**src/rtl/cpu_pkg.sv**
```systemverilog
// ---------------------------------------------------------------------------
// cpu_pkg
//   Types shared by the multicycle CPU memory-access path.
//   mem_cmd_t   : command presented on the memory port (NONE/READ/WRITE).
//   mau_state_t : sequencer states of mem_access_unit.
//   cmd_for_state() : maps a sequencer state to the command it drives.
// ---------------------------------------------------------------------------
package cpu_pkg;

  typedef enum logic [1:0] {
    MEM_NONE  = 2'b00,
    MEM_READ  = 2'b01,
    MEM_WRITE = 2'b10
  } mem_cmd_t;

  typedef enum logic [2:0] {
    ST_IDLE,
    ST_FETCH,
    ST_LOAD,
    ST_STORE,
    ST_ERR
  } mau_state_t;

  // The memory command is a pure function of the state (Moore output).
  function automatic mem_cmd_t cmd_for_state(mau_state_t s);
    case (s)
      ST_FETCH, ST_LOAD: return MEM_READ;
      ST_STORE:          return MEM_WRITE;
      default:           return MEM_NONE;
    endcase
  endfunction

endpackage

```
**src/rtl/mem_access_unit_if.sv**
```systemverilog
// ---------------------------------------------------------------------------
// mem_access_unit_if
//   Memory port between the access sequencer (master) and memory (slave).
//   mem_cmd    : master -> slave, NONE/READ/WRITE
//   mem_addr   : master -> slave, word address
//   write_data : master -> slave, store data
//   mem_ready  : slave -> master, completes the current command
//   read_data  : slave -> master, read data (valid with mem_ready)
// ---------------------------------------------------------------------------
interface mem_access_unit_if
  import cpu_pkg::*;
#(
  parameter int ADDR_W = 9,
  parameter int DATA_W = 16
);

  mem_cmd_t            mem_cmd;
  logic [ADDR_W-1:0]   mem_addr;
  logic [DATA_W-1:0]   write_data;
  logic                mem_ready;
  logic [DATA_W-1:0]   read_data;

  modport master (
    output mem_cmd, mem_addr, write_data,
    input  mem_ready, read_data
  );

  modport slave (
    input  mem_cmd, mem_addr, write_data,
    output mem_ready, read_data
  );

endinterface

```
**src/rtl/mau_wait_timer.sv**
```systemverilog
// ---------------------------------------------------------------------------
// mau_wait_timer
//   Counts wait cycles of a memory transaction and flags a timeout.
//   clk        : rising-edge clock
//   reset      : asynchronous active-low reset
//   clear      : restart the count (transaction accepted)
//   wait_cycle : current cycle is busy and memory did not answer
//   timeout    : this wait cycle is the MAX_WAIT-th one
// ---------------------------------------------------------------------------
module mau_wait_timer #(
  parameter int MAX_WAIT = 15
) (
  input  logic clk,
  input  logic reset,
  input  logic clear,
  input  logic wait_cycle,
  output logic timeout
);

  localparam int CNT_W = $clog2(MAX_WAIT + 1);

  logic [CNT_W-1:0] count_reg;

  always_ff @(posedge clk or negedge reset) begin
    if (!reset) begin
      count_reg <= '0;
    end else if (clear) begin
      count_reg <= '0;
    end else if (wait_cycle) begin
      count_reg <= count_reg + CNT_W'(1);
    end
  end

  // Flag on the cycle that would bring the count to MAX_WAIT, so the
  // sequencer leaves for ERR on the same edge instead of one cycle later.
  assign timeout = wait_cycle && (count_reg == CNT_W'(MAX_WAIT - 1));

endmodule

```
**src/rtl/mem_access_unit.sv**
```systemverilog
// ---------------------------------------------------------------------------
// mem_access_unit
//   Memory-access sequencer of the multicycle CPU. Owns PC, data address
//   (DA), instruction register and memory-data register; runs fetch, load
//   and store transactions with wait states and a timeout.
//   clk, reset          : clock, asynchronous active-low reset
//   reset_pc            : PC <- RESET_PC, abort to IDLE (any state)
//   fetch_req/ld_req/st_req : start a transaction (IDLE only)
//   load_addr, addr_in  : DA <- addr_in (IDLE only)
//   wr_in               : store data, latched on acceptance
//   br_taken, br_off    : PC <- PC + sext(br_off) (IDLE only)
//   clr_err             : clear err, leave ERR
//   mem                 : memory port (master side)
//   ins, mdata, pc      : architectural registers
//   busy, done, err     : status (done is a one-cycle pulse, err sticky)
// ---------------------------------------------------------------------------
module mem_access_unit
  import cpu_pkg::*;
#(
  parameter int          ADDR_W   = 9,
  parameter int          DATA_W   = 16,
  parameter int          OFF_W    = 8,
  parameter int unsigned RESET_PC = 0,
  parameter int          MAX_WAIT = 15
) (
  input  logic                clk,
  input  logic                reset,
  input  logic                reset_pc,
  input  logic                fetch_req,
  input  logic                ld_req,
  input  logic                st_req,
  input  logic                load_addr,
  input  logic [DATA_W-1:0]   addr_in,
  input  logic [DATA_W-1:0]   wr_in,
  input  logic                br_taken,
  input  logic [OFF_W-1:0]    br_off,
  input  logic                clr_err,
  mem_access_unit_if.master   mem,
  output logic [DATA_W-1:0]   ins,
  output logic [DATA_W-1:0]   mdata,
  output logic [ADDR_W-1:0]   pc,
  output logic                busy,
  output logic                done,
  output logic                err
);

  localparam logic [ADDR_W-1:0] PC_INIT = ADDR_W'(RESET_PC);

  mau_state_t          state_reg, state_next;
  logic [ADDR_W-1:0]   pc_reg, pc_next;
  logic [ADDR_W-1:0]   da_reg, da_next;
  logic [DATA_W-1:0]   ins_reg, ins_next;
  logic [DATA_W-1:0]   mdata_reg, mdata_next;
  logic [DATA_W-1:0]   wdata_reg, wdata_next;
  logic                done_reg, done_next;
  logic                err_reg, err_next;

  logic                in_xfer;
  logic                accept;
  logic                wait_cycle;
  logic                timeout;
  logic [ADDR_W-1:0]   br_ext;

  // Only the low ADDR_W bits of the datapath value form an address.
  if (DATA_W > ADDR_W) begin : g_addr_trunc
    logic unused_addr_bits;
    assign unused_addr_bits = ^addr_in[DATA_W-1:ADDR_W];
  end

  assign in_xfer    = (state_reg == ST_FETCH) || (state_reg == ST_LOAD) ||
                      (state_reg == ST_STORE);
  assign accept     = (state_reg == ST_IDLE) && !reset_pc && !br_taken &&
                      (fetch_req || ld_req || st_req);
  assign wait_cycle = in_xfer && !mem.mem_ready;
  // Sign-extend (or wrap) the offset to the PC width; the add then wraps.
  assign br_ext     = ADDR_W'(signed'(br_off));

  mau_wait_timer #(
    .MAX_WAIT (MAX_WAIT)
  ) u_timer (
    .clk        (clk),
    .reset      (reset),
    .clear      (accept),
    .wait_cycle (wait_cycle),
    .timeout    (timeout)
  );

  always_comb begin
    state_next = state_reg;
    pc_next    = pc_reg;
    da_next    = da_reg;
    ins_next   = ins_reg;
    mdata_next = mdata_reg;
    wdata_next = wdata_reg;
    done_next  = 1'b0;
    err_next   = err_reg;

    case (state_reg)
      ST_IDLE: begin
        // DA load is independent of the request priority chain.
        if (load_addr) da_next = addr_in[ADDR_W-1:0];
        if (reset_pc) begin
          pc_next = PC_INIT;
        end else if (br_taken) begin
          pc_next = pc_reg + br_ext;
        end else if (fetch_req) begin
          state_next = ST_FETCH;
        end else if (ld_req) begin
          state_next = ST_LOAD;
        end else if (st_req) begin
          state_next = ST_STORE;
          wdata_next = wr_in;
        end
      end
      ST_FETCH, ST_LOAD, ST_STORE: begin
        if (reset_pc) begin
          pc_next    = PC_INIT;
          state_next = ST_IDLE;
        end else if (mem.mem_ready) begin
          if (state_reg == ST_FETCH) begin
            ins_next = mem.read_data;
            pc_next  = pc_reg + ADDR_W'(1);
          end else if (state_reg == ST_LOAD) begin
            mdata_next = mem.read_data;
          end
          done_next  = 1'b1;
          state_next = ST_IDLE;
        end else if (timeout) begin
          state_next = ST_ERR;
          err_next   = 1'b1;
        end
      end
      ST_ERR: begin
        if (reset_pc) begin
          pc_next    = PC_INIT;
          state_next = ST_IDLE;
        end else if (clr_err) begin
          state_next = ST_IDLE;
        end
      end
      default: state_next = ST_IDLE;
    endcase

    // A timeout raised on this edge wins over a simultaneous clear.
    if (clr_err && (state_next != ST_ERR)) err_next = 1'b0;
  end

  always_ff @(posedge clk or negedge reset) begin
    if (!reset) begin
      state_reg <= ST_IDLE;
      pc_reg    <= PC_INIT;
      da_reg    <= '0;
      ins_reg   <= '0;
      mdata_reg <= '0;
      wdata_reg <= '0;
      done_reg  <= 1'b0;
      err_reg   <= 1'b0;
    end else begin
      state_reg <= state_next;
      pc_reg    <= pc_next;
      da_reg    <= da_next;
      ins_reg   <= ins_next;
      mdata_reg <= mdata_next;
      wdata_reg <= wdata_next;
      done_reg  <= done_next;
      err_reg   <= err_next;
    end
  end

  assign mem.mem_cmd    = cmd_for_state(state_reg);
  assign mem.mem_addr   = ((state_reg == ST_LOAD) || (state_reg == ST_STORE)) ?
                          da_reg : pc_reg;
  assign mem.write_data = wdata_reg;

  assign ins   = ins_reg;
  assign mdata = mdata_reg;
  assign pc    = pc_reg;
  assign busy  = (state_reg != ST_IDLE);
  assign done  = done_reg;
  assign err   = err_reg;

endmodule

```
**src/flat_wrapper.sv**
```systemverilog
// flat-port wrapper written by rule: the top's interface ports become plain ports
module mem_access_unit_flat import cpu_pkg::*;
#(
  parameter int          ADDR_W   = 9,
  parameter int          DATA_W   = 16,
  parameter int          OFF_W    = 8,
  parameter int unsigned RESET_PC = 0,
  parameter int          MAX_WAIT = 15
)
  (clk, reset, reset_pc, fetch_req, ld_req, st_req, load_addr, addr_in, wr_in, br_taken, br_off, clr_err, ins, mdata, pc, busy, done, err, mem_mem_cmd, mem_mem_addr, mem_write_data, mem_mem_ready, mem_read_data);
  mem_access_unit_if #(.ADDR_W(ADDR_W), .DATA_W(DATA_W)) mem_i ();
  input  logic clk;
  input  logic reset;
  input  logic reset_pc;
  input  logic fetch_req;
  input  logic ld_req;
  input  logic st_req;
  input  logic load_addr;
  input  logic [DATA_W-1:0] addr_in;
  input  logic [DATA_W-1:0] wr_in;
  input  logic br_taken;
  input  logic [OFF_W-1:0] br_off;
  input  logic clr_err;
  output logic [DATA_W-1:0] ins;
  output logic [DATA_W-1:0] mdata;
  output logic [ADDR_W-1:0] pc;
  output logic busy;
  output logic done;
  output logic err;
  output wire logic [$bits(mem_i.mem_cmd)-1:0] mem_mem_cmd;
  output wire logic [$bits(mem_i.mem_addr)-1:0] mem_mem_addr;
  output wire logic [$bits(mem_i.write_data)-1:0] mem_write_data;
  input wire logic [$bits(mem_i.mem_ready)-1:0] mem_mem_ready;
  input wire logic [$bits(mem_i.read_data)-1:0] mem_read_data;
  assign mem_mem_cmd = mem_i.mem_cmd;
  assign mem_mem_addr = mem_i.mem_addr;
  assign mem_write_data = mem_i.write_data;
  assign mem_i.mem_ready = mem_mem_ready;
  assign mem_i.read_data = mem_read_data;
  mem_access_unit #(.ADDR_W(ADDR_W), .DATA_W(DATA_W), .OFF_W(OFF_W), .RESET_PC(RESET_PC), .MAX_WAIT(MAX_WAIT)) u_core (.clk(clk), .reset(reset), .reset_pc(reset_pc), .fetch_req(fetch_req), .ld_req(ld_req), .st_req(st_req), .load_addr(load_addr), .addr_in(addr_in), .wr_in(wr_in), .br_taken(br_taken), .br_off(br_off), .clr_err(clr_err), .mem(mem_i), .ins(ins), .mdata(mdata), .pc(pc), .busy(busy), .done(done), .err(err));
endmodule
```
**config.mk**
```make
export PLATFORM = sky130hd
export DESIGN_NAME = mem_access_unit_flat
export DESIGN_NICKNAME = d
export VERILOG_FILES = /design/src/rtl/cpu_pkg.sv /design/src/rtl/mem_access_unit_if.sv /design/src/rtl/mau_wait_timer.sv /design/src/rtl/mem_access_unit.sv /design/src/flat_wrapper.sv
export SDC_FILE = /design/constraint.sdc
export NUM_CORES = 1
export LEC_CHECK = 0
export ABC_AREA = 1
export CAP_MARGIN = 40
export CORE_ASPECT_RATIO = 1.2
export CORE_MARGIN = 10
export CORE_UTILIZATION = 39
export DETAILED_ROUTE_END_ITERATION = 7
export PLACE_DENSITY_LB_ADDON = 0.25
export SLEW_MARGIN = 20
export SYNTH_ARGS = -nofsm -noshare
export SYNTH_HDL_FRONTEND = slang
export SYNTH_SLANG_ARGS = --single-unit
```
**constraint.sdc**
```tcl
create_clock -name clk -period 2.48 [get_ports clk]
set_input_delay 0.372 -clock clk [delete_from_list [all_inputs] [get_ports clk]]
set_output_delay 0.372 -clock clk [all_outputs]
set_load 0.02 [all_outputs]
```
==> reports/qor.csv <==
stage;metric;value;unit
run_status;status;finished clean;
floorplan;core_area;9613;um2
detailed_routing;drt_pass1_iterations;5;
final_layout;post-route-util;57.86;%
place;dpl_cell_area;5296;um2
detailed_routing;ant_nets;0;
final_layout;design_area;5562;um2
clocking;htree_levels;3;
pwr;power;6.749;mW
logic_synthesis;synth_xor_area_share;0.9064;%
logic_synthesis;ys_types;28;
floorplan;rows;39;
pwr;peakVddDrop;0.7891;mV
final_layout;nFillCells;864;
place;gp_congestion;0.8046;
logic_synthesis;ys_top_cells_by_count;nand2_1, dfrtp_1, inv_1, o21ai_0;
global_route;antenna_found_initial;0;
timing;setup_viol;0;
floorplan;die_w;110.9;um
clocking;ctsRootBufferMaster;clkbuf_16;
clocking;postCtsSetupRepairBufs;0;
clocking;clock-sinks;75;
clocking;cts.path.max_buffers;2;
final_layout;multi_input_area;1665;um2
logic_synthesis;synth.largest_area_cell;dfrtp_1;
logic_synthesis;synth_top_family_by_area;simple AND/OR/NAND/NOR gates;
timing;slew_headroom;62.08;%
global_route;grt_pass1_vias;3657;
logic_synthesis;yosysWarnings;0;
detailed_routing;drt_wl_total;10.91;mm
setup_path;critical_path_peak_fanout;16;
detailed_routing;drc;0;
global_route;grtUsageTotal;15.21;%
timing;rsz0062_at_grt;true;
timing;hold_viol;0;
timing;maxSlewViolCount;0;
logic_synthesis;synth-adder-area-share;4.079;%
logic_synthesis;synthSimpleGateAreaFrac;23.76;%
detailed_routing;drt_iter0_drc;141;
place;dp_cells;728;
floorplan;die_area;14310;um2
logic_synthesis;synth-edff-count;0;
place;portBuffers;129;
detailed_routing;viasPerCell;4.735;
timing;fin_crit_sh;97.51;%
final_layout;drive_above_1_share;8.871;%
logic_synthesis;synth_compound_area_share;11.72;%
detailed_routing;vias;3518;
clocking;cts_tree;yes;
clocking;clkLatencyLatePin;0.33;ns
timing;skew;0.004102;ns
logic_synthesis;syn_area_per_cell;8.019;um2
global_route;grt_max_degree;45;
floorplan;initial_core_util;40.21;%
logic_synthesis;synth.area.mux_share;2.622;%
timing;max_freq;413.5;MHz
setup_path;cp-end-kind;output pin;
floorplan;pin_count;137;
final_layout;num_antenna_cells;0;
timing;period_minus_slack;2.418;ns
logic_synthesis;synth_nets;560;
timing;fin_hold_ws;0.02890;ns
final_layout;regArea;1878;um2
clocking;cts_inserted_buffers;9;
logic_synthesis;synth-seq-cells;75;
floorplan;die_h;129.1;um
job;drv_cap;0;
place;place_hpwl;8.432;mm
global_route;grt_first_pass_wirelength;18.08;mm
final_layout;layout.nets;694;
logic_synthesis;synthFlopType;dfrtp_1;
logic_synthesis;syn-instance-count;482;
logic_synthesis;syn_area;3865;um2
setup_path;cp.required;2.11;ns
logic_synthesis;yosysSeqAreaShare;48.56;%
setup_path;worstPathArrival;2.05;ns
logic_synthesis;ys_top_cells_by_area;dfrtp_1, nand2_1, o21ai_0, inv_1, ha_1;
pwr;p_leak;2.674;nW
final_layout;area_delta_synth_final;43.90;%
final_layout;fin_cells;743;
logic_synthesis;synth.most_common_cell;nand2_1;
setup_path;start_kind;flip-flop;
hold_path;hold_class;in2async;
global_route;grt-ovfl-total;0;
clocking;cts.clk_slew.worst_paths;0.06;ns
logic_synthesis;synthArstFlopShare;100.0;%
logic_synthesis;yosys.area.top_type_share;48.56;%
clocking;hold_buffers;0;
pwr;power_density;1213;nW/um2
detailed_routing;wl_per_cell;14.69;um
timing;worst_slew_pin_slew;0.5688;ns
setup_path;crit_type;reg2out;
## critical path, stage by stage, from the launching register on
cell	delay, ns
dfrtp_1	0.43
inv_2	0.11
nand2_4	0.09
inv_2	0.25
nand2_1	0.09
o21ai_0	0.11
clkdlybuf4s50_1	0.64
## path summary, 6_finish.rpt
| path | start | to | slack [ns] | cells after the start |
|---|---|---|---|---|
| setup / recovery | u_core.state_reg[2]$_DFF_PN0_ | mem_mem_addr[0] | 0.06 | 6 |
| hold / removal | reset | u_core.mem.write_data[11]$_DFFE_PN0P_ | 0.03 | 1 |
| setup reg to reg | u_core.pc[0]$_DFFE_PN0P_ | u_core.pc[4]$_DFFE_PN0P_ | 0.65 | 9 |
| hold reg to reg | u_core.u_timer.count_reg[3]$_DFFE_PN0P_ | u_core.u_timer.count_reg[3]$_DFFE_PN0P_ | 0.48 | 1 |
| max in group asynchronous | reset | u_core.state_reg[1]$_DFF_PN0_ | 1.79 | 2 |
| min in group clk | u_core.u_timer.count_reg[3]$_DFFE_PN0P_ | u_core.u_timer.count_reg[3]$_DFFE_PN0P_ | 0.48 | 1 |
## logic make-up (layout without fill, tap and decap cells)
group / Yosys count / in the layout
DFF: 75 / 75
adders and majority gates: 12 / 12
AOI/OAI and AO/OA: 84 / 84
muxes: 9 / 9
xor gates and xnor gates: 4 / 4
and+or+nand+nor: 215 / 215
buffers and inverters: 83 / 221
## stage by stage
step | worst slack (ns) | setup TNS, ns
2_1_floorplan | 0.7234 | 0
3_3_place_gp | 0.3444 | 0
3_5_place_dp | 0.3211 | 0
4_1_cts | 0.01716 | 0
5_1_grt | -0.04568 | -0.1258
6_report | 0.06178 | 0
## per-layer routing
layer	GRT usage, %	vias up	share of wire [%]
met5	0	-	0
met4	4.141	0	1.0
met3	8.218	8	11
met2	25.83	106	48
met1	16.20	1613	40
li1	-	1791	-
## final cells by class
cell class / count / area share [%]
inverters: 71 / 4.792
clock inverters: 3 / 0.2700
multi-input cells: 324 / 29.94
flip-flops and latches: 75 / 33.77
clock buffers: 12 / 4.432
well taps: 123 / 2.767
repair buffers: 135 / 24.03
## cells in the final DEF, fill, tap and decap left out, types with 7 or more instances in the layout
cell type and instances:
nand2_1 145, nor2_1 26, mux2_2 9, a21oi_1 11, clkbuf_16 9, buf_4 7, o21ai_0 64, dfrtp_1 74
clkdlybuf4s50_1 127, inv_1 67, nand3_1 26, ha_1 11
## power breakdown
part / total [mW] / internal [mW] / switching [mW]
registers: 2.16 / 1.75 / 0.410
logic: 3.42 / 1.54 / 1.88
clock network: 1.17 / 0.694 / 0.473
total: 6.75 / 3.98 / 2.77
## timing repair
item	CTS	global route
resized for setup	0	2
endpoints found under the setup margin	0	6
endpoints found under the hold margin	0	0
No activity file was read; power rests on OpenSTA's default activity.
